==> src/rtl/activ_pipe.sv <==
// activ_pipe: three-stage pipelined activation unit (pass / ReLU / PWL sigmoid / PWL tanh).
// Optional tanh datapath guarded by ACTIV_TANH_EN; without it, mode 3 behaves as pass.
module activ_pipe #(
    parameter int W         = 16,
    parameter int FRAC      = 8,
    parameter int SEGS      = 16,
    parameter int SEG_SHIFT = 7,
    localparam int AW       = $clog2(SEGS)
) (
    input  logic          clk,
    input  logic          rst,
    input  logic          in_valid,
    output logic          in_ready,
    input  logic [W-1:0]  in_x,
    input  logic [1:0]    in_mode,
    output logic          out_valid,
    input  logic          out_ready,
    output logic [W-1:0]  out_z,
    input  logic          cfg_we,
    input  logic          cfg_sel,
    input  logic [AW-1:0] cfg_addr,
    input  logic [W-1:0]  cfg_data
);

    typedef enum logic [1:0] {
        MODE_PASS = 2'd0,
        MODE_RELU = 2'd1,
        MODE_SIG  = 2'd2,
        MODE_TANH = 2'd3
    } mode_e;

    localparam logic [W-1:0]  MAXP    = {1'b0, {(W-1){1'b1}}};
    localparam logic [W-1:0]  MINN    = {1'b1, {(W-1){1'b0}}};
    localparam logic [W-1:0]  ONE     = W'(1) << FRAC;
    localparam logic [W-1:0]  IDX_MAX = W'(SEGS - 1);

    // PWL tables: no reset, so contents survive a pipeline flush
    logic [W-1:0] slope_q [SEGS];
    logic [W-1:0] icpt_q  [SEGS];

    // Stage registers
    logic          s1_valid_q, s2_valid_q, s3_valid_q;
    mode_e         s1_mode_q,  s2_mode_q;
    logic          s1_neg_q,   s2_neg_q;
    logic [W-1:0]  s1_x_q,     s2_x_q;
    logic [W-1:0]  s1_xa_q;
    logic [W-1:0]  s1_slope_q;
    logic [W-1:0]  s1_icpt_q,  s2_icpt_q;
    logic [W-1:0]  s2_mx_q;
    logic [W-1:0]  s3_z_q;

    // Next-state values
    mode_e         s1_mode_d;
    logic          s1_neg_d;
    logic [W-1:0]  s1_abs_d;
    logic [W-1:0]  s1_xa_d;
    logic [AW-1:0] s1_idx_d;
    logic [W-1:0]  s2_mx_d;
    logic [W:0]    s3_sum_d;
    logic [W-1:0]  s3_y_d;
    logic [W-1:0]  s3_s_d;
    logic [W-1:0]  s3_z_d;

    // Stage can take a new entry
    logic s1_free, s2_free, s3_free;

    assign s3_free  = !s3_valid_q || out_ready;
    assign s2_free  = !s2_valid_q || s3_free;
    assign s1_free  = !s1_valid_q || s2_free;
    assign in_ready = s1_free && !rst;

    assign out_valid = s3_valid_q && !rst;
    assign out_z     = rst ? '0 : s3_z_q;

    // Table write port; S1 reads below see the pre-edge contents
    always_ff @(posedge clk) begin
        if (cfg_we) begin
            if (cfg_sel) begin
                icpt_q[cfg_addr] <= cfg_data;
            end else begin
                slope_q[cfg_addr] <= cfg_data;
            end
        end
    end

    // S1: magnitude, optional tanh doubling, segment select
    always_comb begin
        s1_mode_d = mode_e'(in_mode);
        s1_neg_d  = in_x[W-1];
        if (in_x == MINN) begin
            s1_abs_d = MAXP;
        end else if (s1_neg_d) begin
            s1_abs_d = '0 - in_x;
        end else begin
            s1_abs_d = in_x;
        end
        s1_xa_d = s1_abs_d;
`ifdef ACTIV_TANH_EN
        if (s1_mode_d == MODE_TANH) begin
            if (({1'b0, s1_abs_d} << 1) > {1'b0, MAXP}) begin
                s1_xa_d = MAXP;
            end else begin
                s1_xa_d = W'({1'b0, s1_abs_d} << 1);
            end
        end
`endif
        if ((s1_xa_d >> SEG_SHIFT) > IDX_MAX) begin
            s1_idx_d = AW'(SEGS - 1);
        end else begin
            s1_idx_d = AW'(s1_xa_d >> SEG_SHIFT);
        end
    end

    // S2: unsigned Q(FRAC) multiply, truncated to W bits
    always_comb begin
        s2_mx_d = W'(({{W{1'b0}}, s1_xa_q} * {{W{1'b0}}, s1_slope_q}) >> FRAC);
    end

    // S3: add intercept, saturate at ONE, mirror for negative inputs, map by mode
    always_comb begin
        s3_sum_d = {1'b0, s2_mx_q} + {1'b0, s2_icpt_q};
        s3_y_d   = (s3_sum_d > {1'b0, ONE}) ? ONE : W'(s3_sum_d);
        s3_s_d   = s2_neg_q ? (ONE - s3_y_d) : s3_y_d;
        case (s2_mode_q)
            MODE_SIG:  s3_z_d = s3_s_d;
`ifdef ACTIV_TANH_EN
            MODE_TANH: s3_z_d = W'(s3_s_d << 1) - ONE;
`endif
            MODE_RELU: s3_z_d = s2_neg_q ? '0 : s2_x_q;
            default:   s3_z_d = s2_x_q;
        endcase
    end

    // Valid bits and output register
    always_ff @(posedge clk) begin
        if (rst) begin
            s1_valid_q <= 1'b0;
            s2_valid_q <= 1'b0;
            s3_valid_q <= 1'b0;
            s3_z_q     <= '0;
        end else begin
            if (s1_free) begin
                s1_valid_q <= in_valid;
            end
            if (s2_free) begin
                s2_valid_q <= s1_valid_q;
            end
            if (s3_free) begin
                s3_valid_q <= s2_valid_q;
                if (s2_valid_q) begin
                    s3_z_q <= s3_z_d;
                end
            end
        end
    end

    // Datapath registers load whenever their stage is free
    always_ff @(posedge clk) begin
        if (s1_free) begin
            s1_mode_q  <= s1_mode_d;
            s1_neg_q   <= s1_neg_d;
            s1_x_q     <= in_x;
            s1_xa_q    <= s1_xa_d;
            s1_slope_q <= slope_q[s1_idx_d];
            s1_icpt_q  <= icpt_q[s1_idx_d];
        end
        if (s2_free) begin
            s2_mode_q <= s1_mode_q;
            s2_neg_q  <= s1_neg_q;
            s2_x_q    <= s1_x_q;
            s2_mx_q   <= s2_mx_d;
            s2_icpt_q <= s1_icpt_q;
        end
    end

endmodule

==> config.mk <==
export PLATFORM = sky130hd
export DESIGN_NAME = activ_pipe
export DESIGN_NICKNAME = d
export VERILOG_FILES = /design/src/rtl/activ_pipe.sv
export SDC_FILE = /design/constraint.sdc
export NUM_CORES = 1
export LEC_CHECK = 0
export BUFFER_PORTS_ARGS = -buffer_cell sky130_fd_sc_hd__buf_2
export CORE_ASPECT_RATIO = 0.9
export CORE_MARGIN = 4
export CORE_UTILIZATION = 50
export CTS_CLUSTER_DIAMETER = 40
export DETAILED_ROUTE_END_ITERATION = 8
export PLACE_DENSITY = 0.66
export SETUP_SLACK_MARGIN = 0.5
export SYNTH_ARGS = -nofsm -noshare
export SYNTH_HDL_FRONTEND = slang
export SYNTH_SLANG_ARGS = --single-unit
==> constraint.sdc <==
create_clock -name clk -period 6.85 [get_ports clk]
set_input_delay 1.37 -clock clk [delete_from_list [all_inputs] [get_ports clk]]
set_output_delay 1.37 -clock clk [all_outputs]
set_load 0.02 [all_outputs]
==> results.txt, run 1 <==
The switching part of the total power came out at 0.3567. For the initial antenna violation count, the log shows 1. Number of buffer cells added on primary ports: 61. Residual DRC count: 0. The wire length of the first global-routing pass came out at 129100 um. Entering global routing, the biggest net connects 68 pins. The mapped cell area is 32670 um^2, and the count of yosys warnings during synthesis is 0.

Counting tap cells, the placed design contains a total of 3444 instances. Summed over all failing endpoints, the final setup total negative slack is 0 ps. The cell with the largest stage delay on the worst path is sky130_fd_sc_hd__fa_1. Summed over all nets, the switching power comes to 5.731 mW. Cell seen most often among critical-path stages: sky130_fd_sc_hd__fa_1. For this block, the routed nets add up to 84570 um of wire.

The total number of placement rows is 88. From left edge to right edge, the die measures 277.4 um. Counting along the longest clock path gives a buffer depth of 3. The overflow left after global routing came out at 0. The cell sitting at the root of the clock tree is a sky130_fd_sc_hd__clkbuf_16. The via count of the first global-routing pass was 21630; the post-route minimum period was 6088 ps. Summing all flip-flop and latch instances after layout gives 19240 um^2. The number of flops mapped to enable cells by yosys was 628. The number of buffers inserted for hold repair after clock tree synthesis came out at 0. The post-route non-filler standard cell count is 3650. The number of buffer and inverter instances along the worst setup path is 2, and the proportion of register bits with asynchronous set or reset after synthesis is 0.

Path type of the worst min-delay path: flop to flop. The count of endpoints failing hold in the final timing report is 0, and the final cycle utilization of the critical path is 0.8888. The starting utilization of the core area is 0.5071, and the fraction of final layout cells sized beyond drive strength 1 is 0.1345. For this design the top-level I/O count stands at 62. The worst setup path is launched from a flop. The max-capacitance violation count is 0, and the critical path's largest stage delay is 570 ps. Core region area: 64410 um^2. The final-layout fill cell count was 5057. Setup violations remaining at the end of the flow were counted as 0.

The depth of the CTS H-tree is 3, and the number of vias per cell after detailed routing is 5.818. Among all cell types in the netlist, the one instantiated most often is sky130_fd_sc_hd__edfxtp_1. The relative contribution of the clock network to total power was 0.291; the post-layout net count was 3019. The violation count after the first detailed-route iteration is 1925, and the final number of max-transition violations is 0. The tools report the via total after detailed routing as 21240. The height of the chip is 250.5 um, and the weighted congestion reported at the end of routability-driven placement is 0.8984. The tools report the number of library cell types mapped by synthesis as 72.

The clock arrives with 49.15 ps of skew. Timing startpoint of the critical path: s1_xa_q[7]. In this run the power density over the cells is 428.1 nW/um^2. The tools report the insertion delay of the later-clocked pin in the worst-skew pair as 650 ps. Aggregate global-route resource usage: 0.2423. Average detailed-routed wire length per instance: 23.17 um. For the post-synthesis sequential area ratio, the log shows 0.5889.

TritonCTS built the clock tree. After synthesis, the mean cell area works out to 12.57 um^2. The worst setup path is captured at a flop.

After technology mapping, the gate count stands at 2598. Setup repair after global routing left no endpoint under its margin. The most used flip-flop cell after synthesis is sky130_fd_sc_hd__edfxtp_1.

The number of nets handed over by synthesis was 2896. The die covers 69490 um^2. Counting flops and latches in the post-synthesis netlist gives 647.

For this run, the detailed router's first-pass iteration total came to 6. After legalization and detailed placement, the total HPWL measured 54810 um. The worst hold path begins at s1_x_q[10]. The worst hold slack is 403.7 ps, and the maximum clock rate is 164.3 MHz. The clock drives 647 sinks. The cell family contributing the most delay on the critical path is adder cells. The sequential group share of total power is 0.304.

The internal portion of the total power is 10.34 mW. The critical path is of the flop to flop type. STA puts the critical path data required time at 7180 ps. Along the worst path, the maximum fanout reaches 9.

The logs give 0.405 for the fraction of power consumed by combinational cells and 0.7884 mV for the worst vdd rail ir drop. The tools report the headroom to the max-slew limit as 0.1846. Summed over all cells, the static leakage comes to 14.13 nW. The flow ran to the end, and the final reports show no timing, DRC or antenna violations.

For the pin with the worst max-slew slack, the measured transition is 1223 ps. The antenna diode count came out at 0. Sorting the synthesized cells by area gives the leading types as sky130_fd_sc_hd__edfxtp_1 (58%), sky130_fd_sc_hd__fa_1 (10%), sky130_fd_sc_hd__nand2_1 (4.2%).

Relative to the synthesized area, the layout overhead comes to 14.89%. The worst path arrival time is 6420 ps, and the clock-pin slew reported for the worst setup and hold paths after clock tree synthesis is 50 ps. The commonest cells after synthesis are sky130_fd_sc_hd__edfxtp_1 (628), sky130_fd_sc_hd__nand2_1 (368), sky130_fd_sc_hd__inv_1 (212).

The largest total area in the synthesized netlist belongs to sky130_fd_sc_hd__edfxtp_1. The detail route stage leaves a number of antenna-violating nets equal to 0. The share of the synthesized area in the top cell type came out at 0.5773.

The logs give 12190 um^2 for the area occupied by multi-input gates and 89 for the number of clock buffers inserted by TritonCTS. The startpoint identified for the worst register-to-register timing path is s1_xa_q[7]. Traced cell by cell, the critical path runs through and2_1, fa_1, inv_1, fa_1, inv_1, fa_1, fa_1, fa_1, fa_1, ha_1, a21o_1, a21oi_1, a2bb2oi_1, o311ai_0, a31o_2, o21ai_0, nand2b_1, a21oi_1, xnor2_1.
==> timing repair <==
item / in CTS / in global routing
resized for setup: 0 / 0
setup endpoints to repair: 0 / 3
buffers inserted: 0 / 41
endpoints found under the hold margin: 0 / 0
==> routing by layer <==
metal / global-route usage / routed length [um]
met1: 0.3250 / 34450
met2: 0.4056 / 41270
met3: 0.03467 / 5800
met4: 0.09038 / 3047
met5: 0 / 0
==> cell type report <==
cell class / count / area share
repair buffers: 165 / 0.03060
inverters: 213 / 0.02130
well taps: 855 / 0.02850
flip-flops and latches: 647 / 0.5126
clock buffers: 96 / 0.06061
multi-input cells: 1605 / 0.3248
clock inverters: 69 / 0.02157
==> state kept, by name, summed over array words and instances (netlist names), 16 cells and up <==
name,cells
s1_xa_q,16
s1_icpt_q,16
s3_z_q,16
s2_icpt_q,16
s2_mx_q,16
s1_slope_q,16
slope_q,256
icpt_q,256
==> kinds of logic after synthesis <==
family          count (synthesis)  share of synthesized area
xor+xnor                       53                    0.01421
simple gates                  782                     0.1108
mux                            63                    0.01969
fa+ha+maj                     254                     0.1359
flops                         647                     0.5889
compound gates                453                    0.08898
buf+inv                       346                    0.04152
==> worst paths after layout <==
check / endpoint / slack [ps] / depth (start not counted)
setup reg to reg: s2_mx_q[15] / 760 / 19
hold / removal: s2_x_q[10] / 400 / 0
setup / recovery: s2_mx_q[15] / 760 / 19
hold reg to reg: s2_x_q[10] / 400 / 0
==> power by group through the flow <==
stage / Sequential (mW) / Clock [mW] / Combinational (mW)
global route: 4.89 / 4.94 / 7.31
detailed placement: 4.99 / 0 / 6.41
finish: 4.88 / 4.68 / 6.51
floorplan: 4.91 / 0 / 4.62
global placement: 4.98 / 0 / 6.28
CTS: 4.91 / 4.73 / 6.47
==> cells in the final DEF, fill, tap and decap left out, types with 58 or more instances in the layout <==
cell,n
sky130_fd_sc_hd__clkbuf_16,90
sky130_fd_sc_hd__edfxtp_1,628
sky130_fd_sc_hd__a211oi_1,58
sky130_fd_sc_hd__nand3_1,65
sky130_fd_sc_hd__buf_2,61
sky130_fd_sc_hd__nor2_1,99
sky130_fd_sc_hd__and2_1,108
sky130_fd_sc_hd__nand2_1,366
sky130_fd_sc_hd__o21ai_0,96
sky130_fd_sc_hd__buf_4,99
sky130_fd_sc_hd__fa_1,168
sky130_fd_sc_hd__ha_1,86
sky130_fd_sc_hd__inv_1,212
sky130_fd_sc_hd__a21oi_1,135
==> per-stage QoR <==
stage | worst slack (ps) | power, mW | util | instance area [um^2]
2_1_floorplan | 1157 | 9.527 | - | 32670
3_3_place_gp | 773.7 | 11.26 | 0.5296 | 34110
3_5_place_dp | 652.1 | 11.40 | 0.5296 | 34110
4_1_cts | 611.4 | 16.10 | 0.5775 | 37200
5_1_grt | 482.4 | 17.14 | 0.5827 | 37530
6_report | 761.7 | 16.07 | 0.5827 | 37530
Note: power is estimated with default switching activity, not from simulation.
==> run 2: changes to the inputs <==
- CORE_ASPECT_RATIO: 0.9 -> 1.75
==> run 2 against run 1 <==
  * Global-route usage increased by 0.52 points
  * Highest routed layer unchanged
  * Largest power group unchanged
  * Combinational power barely moved
  * Non-clock buffer count shrank 4
  * Setup slack worse by 18 ps
==> results.txt, run 2 (same netlist as run 1, synthesis figures left out) <==
The worst clock skew is 17.90 ps (was 49.15 ps), and the HPWL reported at the end of detailed placement is 60110 um (was 54810 um). The height of the chip is 346.1 um (was 250.5 um). The wire length of the first global-routing pass is 131400 um (was 129100 um), and the die area is 69650 um^2 (was 69490 um^2). The antenna diode count is 0 (unchanged). TritonCTS built the clock tree. The max-capacitance violation count was 0 (unchanged). The post-layout net count is 2985 (was 3019).

The final number of max-transition violations is 0 (unchanged), and the number of vias per cell after detailed routing is 5.880 (was 5.818). The critical path launch point type is a flop (unchanged). Clock sink total: 647 (unchanged). The via count of the first global-routing pass is 21930 (was 21630), and the number of buffer cells added on primary ports is 61 (unchanged). The run gives 640 ps (was 650 ps) as the insertion delay of the later-clocked pin in the worst-skew pair. The worst vdd rail ir drop was 0.3920 mV (was 0.7884 mV); the number of clock buffers inserted by TritonCTS was 59 (was 89). The tools report the register area as 19240 um^2 (unchanged). Registers with the highest flip-flop counts: icpt_q: 256 flops, slope_q: 256 flops (unchanged). Core region area: 64480 um^2 (was 64410 um^2). For the number of optimization iterations in the first detailed-route pass, the log shows 5 (was 6). Commonest non-fill, non-tap cell in the layout: sky130_fd_sc_hd__edfxtp_1 (unchanged).

The tools report the buffer cell driving the clock tree root as sky130_fd_sc_hd__clkbuf_16 (unchanged). The maximum fanout along the worst path was 8 (was 9); the violation count after the first detailed-route iteration was 1644 (was 1925). The leakage power is 13.61 nW (was 14.13 nW).

The run gives 2 (was 3) as the depth of the CTS H-tree. The total power per unit cell area is 405.0 nW/um^2 (was 428.1 nW/um^2). The headroom to the max-slew limit was 0.2061 (was 0.1846). The run finished with clean final reports.

The type of the worst setup path was flop to flop (unchanged). For the via total after detailed routing, the log shows 20870 (was 21240). The total negative setup slack was 0 ps (unchanged); the transition at the pin with the smallest max-transition slack was 1187 ps (was 1223 ps).

The average detailed-routed wire length per instance is 24.61 um (was 23.17 um). The clock-pin slew reported for the worst setup and hold paths after clock tree synthesis is 60 ps (was 50 ps), and the residual DRC count is 0 (unchanged). The logs give 0.2475 (was 0.2423) for the aggregate global-route resource usage and 12170 um^2 (was 12190 um^2) for the area occupied by multi-input gates. Initial antenna violation count: 0 (was 1). The count of endpoints failing hold in the final timing report is 0 (unchanged), and the post-route minimum period is 6107 ps (was 6088 ps). The total number of placement rows was 123 (was 88); the x dimension of the die was 201.2 um (was 277.4 um). The nature of the critical path endpoint was a flop (unchanged). Setup repair after global routing left no endpoint under its margin.

The run gives 62 (unchanged) as the count of pins on the block boundary. The worst path arrival time was 6470 ps (was 6420 ps); the overflow left after global routing was 0 (unchanged). The number of antenna-violating nets in the routed design was 0 (unchanged). The number of buffers inserted for hold repair after clock tree synthesis came out at 0 (unchanged).

The maximum number of pins on one net before global-route repair was 68 (unchanged); the number of setup violations in the final report was 0 (unchanged). The path type of the worst min-delay path was flop to flop (unchanged). The starting utilization of the core area was 0.5066 (was 0.5071); the final-layout fill cell count was 5232 (was 5057). The data required time of the critical path is 7210 ps (was 7180 ps). The final cycle utilization of the critical path is 0.8915 (was 0.8888), and the worst hold slack is 415.0 ps (was 403.7 ps). The largest buffer count on any clock path is 3 (unchanged), and the area growth from synthesis to layout is 11.12% (was 14.89%).

The logs give 163.8 MHz (was 164.3 MHz) for the maximum clock rate and 0.9101 (was 0.8984) for the weighted congestion reported at the end of routability-driven placement. The fraction of final layout cells sized beyond drive strength 1 was 0.1081 (was 0.1345). Commonest cells after routing, fill and taps aside: sky130_fd_sc_hd__edfxtp_1 (628), sky130_fd_sc_hd__nand2_1 (366), sky130_fd_sc_hd__inv_1 (212), sky130_fd_sc_hd__fa_1 (168), sky130_fd_sc_hd__a21oi_1 (135) (unchanged). The routed wire length came out at 87340 um (was 84570 um).
## run 2: path summary, 6_finish.rpt
| check | slack, ps | to | depth (start not counted) | start |
|---|---|---|---|---|
| worst max register to register | 740 | s2_mx_q[15] | 19 | s1_slope_q[3] |
| worst min register to register | 420 | s2_icpt_q[7] | 0 | s1_icpt_q[7] |
| worst max-delay path | 740 | s2_mx_q[15] | 19 | s1_slope_q[3] |
| worst min-delay path | 420 | s2_icpt_q[7] | 0 | s1_icpt_q[7] |
## run 2: critical path, cell delays in order (launching register included)
cell	delay [ps]
sky130_fd_sc_hd__edfxtp_1	550
sky130_fd_sc_hd__buf_4	240
sky130_fd_sc_hd__nand2_1	80
sky130_fd_sc_hd__fa_1	480
sky130_fd_sc_hd__fa_1	510
sky130_fd_sc_hd__fa_1	510
sky130_fd_sc_hd__inv_1	60
sky130_fd_sc_hd__fa_1	490
sky130_fd_sc_hd__fa_1	510
sky130_fd_sc_hd__inv_1	60
sky130_fd_sc_hd__fa_1	470
sky130_fd_sc_hd__inv_1	40
sky130_fd_sc_hd__ha_1	320
sky130_fd_sc_hd__o2111ai_1	180
sky130_fd_sc_hd__o311ai_1	650
sky130_fd_sc_hd__a31o_2	280
sky130_fd_sc_hd__o21ai_0	80
sky130_fd_sc_hd__nand2b_1	120
sky130_fd_sc_hd__a21oi_1	90
sky130_fd_sc_hd__xnor2_1	120
## run 2: area by class of cell
type                    instances  area share
clock buffers                  73     0.04329
clock inverters                38     0.01096
inverters                     213     0.02203
multi-input cells            1605      0.3353
flip-flops and latches        647      0.5300
well taps                     812     0.02799
repair buffers                161     0.03047
## run 2: routing by layer
layer,wire (um),vias up,GRT usage
met2,45990,763,0.4474
li1,-,9374,-
met3,4860,231,0.03145
met5,0,-,0
met4,6000,0,0.1476
met1,30490,10500,0.2794
## run 2: per-stage QoR
| step | cells | setup slack, ps | utilization | cell area [um^2] | total power [mW] |
|---|---|---|---|---|---|
| floorplan | 2598 | 1157 | - | 32670 | 9.527 |
| global placement | 3414 | 410.3 | 0.5294 | 34140 | 11.29 |
| detailed placement | 3414 | 287.7 | 0.5294 | 34140 | 11.46 |
| CTS | 3525 | 526.2 | 0.5599 | 36110 | 14.84 |
| global route | 3549 | 516.8 | 0.5629 | 36300 | 15.68 |
| finish | 3549 | 743.4 | 0.5629 | 36300 | 14.70 |
## run 2: power by group
| group | switching, mW | internal [mW] |
|---|---|---|
| Combinational | 3.78 | 2.70 |
| Sequential | 0.0857 | 4.79 |
| Clock | 1.47 | 1.87 |
## run 2: repair_timing
action / 4_1_cts / 5_1_grt
gates cloned: 0 / 0
resized for setup: 1 / 0
setup buffers: 0 / 24
pin swaps: 0 / 0
setup endpoints to repair: 4 / 3
==> run 3: changes to the inputs <==
- clock period: 6.85 -> 5.67 ns (I/O delays scaled with it)
==> run 3 against run 2 <==
  * Sequential share of layout area is 1.2 points lower
  * Worst hold slack better by 3.7 ps
  * Total power is 36% higher
  * Sequential cell count stayed put
  * Critical path type unchanged
  * Highest routed layer unchanged
==> results.txt, run 3 (same netlist as run 1, synthesis figures left out) <==
The cell seen most often among critical-path stages is sky130_fd_sc_hd__fa_1 (unchanged). The logs give 1535 (was 1644) for the violation count after the first detailed-route iteration and 0.5066 (unchanged) for the starting utilization of the core area. The register area was 19240 um^2 (unchanged). The cell with the largest stage delay on the worst path was sky130_fd_sc_hd__fa_1 (was sky130_fd_sc_hd__o311ai_1).

Path type of the worst min-delay path: flop to flop (unchanged). The core region area is 64480 um^2 (unchanged), and the number of buffer cells added on primary ports is 61 (unchanged). The tools report the buffer cell driving the clock tree root as sky130_fd_sc_hd__clkbuf_16 (unchanged).

The number of setup violations in the final report was 0 (unchanged). The commonest non-fill, non-tap cell in the layout is sky130_fd_sc_hd__edfxtp_1 (unchanged). The run gives 0 (unchanged) as the number of antenna-violating nets in the routed design. The tools report the worst-case hold path end point as s2_x_q[9] (was s2_icpt_q[7]).

Critical path cell sequence: buf_4, buf_4, and2_1, fa_1, inv_1, fa_1, fa_1, fa_1, fa_1, fa_1, inv_1, ha_1, and3_1, a31o_2, o21ai_1, nand2b_1, a21oi_2, xnor2_1 (was buf_4, nand2_1, fa_1, fa_1, fa_1, inv_1, fa_1, fa_1, inv_1, fa_1, inv_1, ha_1, o2111ai_1, o311ai_1, a31o_2, o21ai_0, nand2b_1, a21oi_1, xnor2_1). For the worst path arrival time, the log shows 6040 ps (was 6470 ps). The tools report the maximum clock rate as 177.1 MHz (was 163.8 MHz).

For the maximum number of pins on one net before global-route repair, the log shows 68 (unchanged). The number of vias per cell after detailed routing works out to 5.838 (was 5.880). The fraction of final layout cells sized beyond drive strength 1 came out at 0.1481 (was 0.1081). The logs give 21990 (was 21930) for the via count of the first global-routing pass and 0.02387 (was 0.03145) for the met3 usage in global routing. The logs give 0 (unchanged) for the residual DRC count and 1.306 mV (was 0.3920 mV) for the worst vdd rail ir drop.

The data required time of the critical path was 6070 ps (was 7210 ps); the final cycle utilization of the critical path was 0.9958 (was 0.8915). For the clock sink total, the log shows 647 (unchanged). Peak-usage layer in the global routing report: met2 (unchanged). The sum of internal, switching and leakage power was 19.99 mW (was 14.70 mW). The total negative setup slack was 0 ps (unchanged). The tools report the source of the worst hold timing path as s1_x_q[9] (was s1_icpt_q[7]). The count of pins on the block boundary came out at 62 (unchanged). The tools report the insertion delay of the later-clocked pin in the worst-skew pair as 650 ps (was 640 ps). Setup repair after global routing could not meet its margin everywhere. For the HPWL reported at the end of detailed placement, the log shows 60780 um (was 60110 um). For the global routing met1 resource utilization, the log shows 0.2707 (was 0.2794). Registers with the highest flip-flop counts: icpt_q: 256 flops, slope_q: 256 flops (unchanged).

The final number of max-transition violations was 0 (unchanged); the height of the chip was 346.1 um (unchanged). Pre-CTS setup slack: -85.64 ps (was 287.7 ps). The wire length of the first global-routing pass was 130700 um (was 131400 um); the weighted congestion reported at the end of routability-driven placement was 0.8766 (was 0.9101). The logs give 0.2162 (was 0.2061) for the headroom to the max-slew limit and 418.8 ps (was 415.0 ps) for the worst hold slack. The total number of placement rows came out at 123 (unchanged). The run gives 23.75 ps (was 743.4 ps) as the worst setup margin. For the routed wire length, the log shows 86270 um (was 87340 um). The tools report the final-layout fill cell count as 5243 (was 5232). The nature of the critical path endpoint was a flop (unchanged).

Overflow left after global routing: 0 (unchanged). The critical path's largest stage delay was 620 ps (was 650 ps); the average detailed-routed wire length per instance was 23.83 um (was 24.61 um). The maximum fanout along the worst path works out to 5 (was 8).

The logs give 3062 (was 2985) for the post-layout net count and 5 (unchanged) for the number of optimization iterations in the first detailed-route pass. Commonest cells after routing, fill and taps aside: sky130_fd_sc_hd__edfxtp_1 (628), sky130_fd_sc_hd__nand2_1 (359), sky130_fd_sc_hd__inv_1 (203), sky130_fd_sc_hd__fa_1 (163), sky130_fd_sc_hd__buf_4 (155) (was sky130_fd_sc_hd__edfxtp_1 (628), sky130_fd_sc_hd__nand2_1 (366), sky130_fd_sc_hd__inv_1 (212), sky130_fd_sc_hd__fa_1 (168), sky130_fd_sc_hd__a21oi_1 (135)). The run gives 3481 (was 3414) as the number of instances in the placed design. The cell depth of the worst min-delay path is 0 (unchanged).

The run gives 20 ps (was 740 ps) as the minimum setup slack among reg-to-reg paths. The final standard cell area without fillers was 37150 um^2 (was 36300 um^2); the depth of the CTS H-tree was 2 (unchanged). The type of the worst setup path is flop to flop (unchanged). The area growth from synthesis to layout is 13.72% (was 11.12%). TritonCTS built the clock tree. The capture point of the worst reg-to-reg path was s2_mx_q[15] (unchanged).

The critical path launch point type was a flop (unchanged). The run gives 0.4569 (was 0.4474) as the met2 usage in global routing. The share of the core filled with cells is 0.5761 (was 0.5629), and the x dimension of the die is 201.2 um (unchanged). The run gives 34710 um^2 (was 34140 um^2) as the cell area reported after detailed placement. The flow ran to the end, and the final reports show no timing, DRC or antenna violations. The run gives 60 (was 59) as the number of clock buffers inserted by TritonCTS. Transition at the pin with the smallest max-transition slack: 1172 ps (was 1187 ps). The max-capacitance violation count was 0 (unchanged); the leakage power was 13.99 nW (was 13.61 nW). The area occupied by multi-input gates was 12460 um^2 (was 12170 um^2); the via total after detailed routing was 21130 (was 20870). The antenna diode count is 0 (unchanged).

The post-route minimum period was 5646 ps (was 6107 ps); the post-route non-filler standard cell count was 3620 (was 3549). The aggregate global-route resource usage was 0.2446 (was 0.2475). The worst clock skew was 27.01 ps (was 17.90 ps). The clock-pin slew reported for the worst setup and hold paths after clock tree synthesis works out to 60 ps (about the same).

For the largest buffer count on any clock path, the log shows 3 (unchanged). The logic depth of the worst register-to-register path works out to 18 (was 19). The tools report the die area as 69650 um^2 (unchanged).

The initial antenna violation count is 0 (unchanged), and the total power per unit cell area is 538.2 nW/um^2 (was 405.0 nW/um^2). The critical register-to-register path startpoint is s1_slope_q[8] (was s1_slope_q[3]). Count of endpoints failing hold in the final timing report: 0 (unchanged).
-- run 3: changes by cell type in the layout (fill, tap and decap cells not counted), moves of 7 or more --
cell | previous run | this run
sky130_fd_sc_hd__ha_1 | 86 | 76
sky130_fd_sc_hd__a21oi_1 | 135 | 128
sky130_fd_sc_hd__inv_2 | 1 | 10
sky130_fd_sc_hd__clkinv_2 | 12 | 4
sky130_fd_sc_hd__buf_4 | 96 | 155
sky130_fd_sc_hd__buf_6 | 0 | 14
sky130_fd_sc_hd__clkinv_1 | 10 | 17
sky130_fd_sc_hd__nand2_1 | 366 | 359
sky130_fd_sc_hd__ha_4 | 0 | 7
sky130_fd_sc_hd__inv_1 | 212 | 203
-- run 3: worst max-delay path by stage --
stage / from / end / slack [ps]
after global routing: s1_slope_q[8] / s2_mx_q[15] / -120
after global placement: s1_slope_q[5] / s2_mx_q[15] / 9
final: s1_slope_q[8] / s2_mx_q[15] / 20
after floorplan: s1_slope_q[4] / s2_mx_q[15] / 280
after detailed placement: s1_slope_q[5] / s2_mx_q[15] / -90
after CTS: s1_xa_q[8] / s2_mx_q[15] / 20
-- run 3: final cells by class --
cell class	instances	area share
Tap cell	812	0.02735
Clock inverter	38	0.008926
Inverter	213	0.02152
Sequential cell	647	0.5179
Multi-Input combinational cell	1605	0.3355
Clock buffer	68	0.04123
Timing Repair Buffer	237	0.04756
-- run 3: timing repair --
action | CTS | global route
hold buffers | 0 | 0
gates resized for setup | 19 | 60
cloned | 0 | 0
pin swaps | 3 | 22
endpoints found under the setup margin | 13 | 14
buffers inserted | 19 | 14
-- run 3: critical path, delay by kind of cell, from the launching register on --
family	cells	cell delay [ps]
buf+inv	4	440
compound gates	3	510
xor+xnor	1	80
fa+ha+maj	7	3450
flops	1	500
simple gates	3	430
-- run 3: power breakdown --
part	switching, mW	total, mW	internal [mW]
combinational	5.42	10.3	4.87
sequential	0.0797	5.87	5.79
clock	1.79	3.84	2.05
total	7.28	20.0	12.7
-- run 3: layer usage --
layer,vias to the layer above,wire length [um]
met5,-,0
met4,0,5595
met3,202,3906
met2,751,47220
met1,10660,29540
li1,9518,-
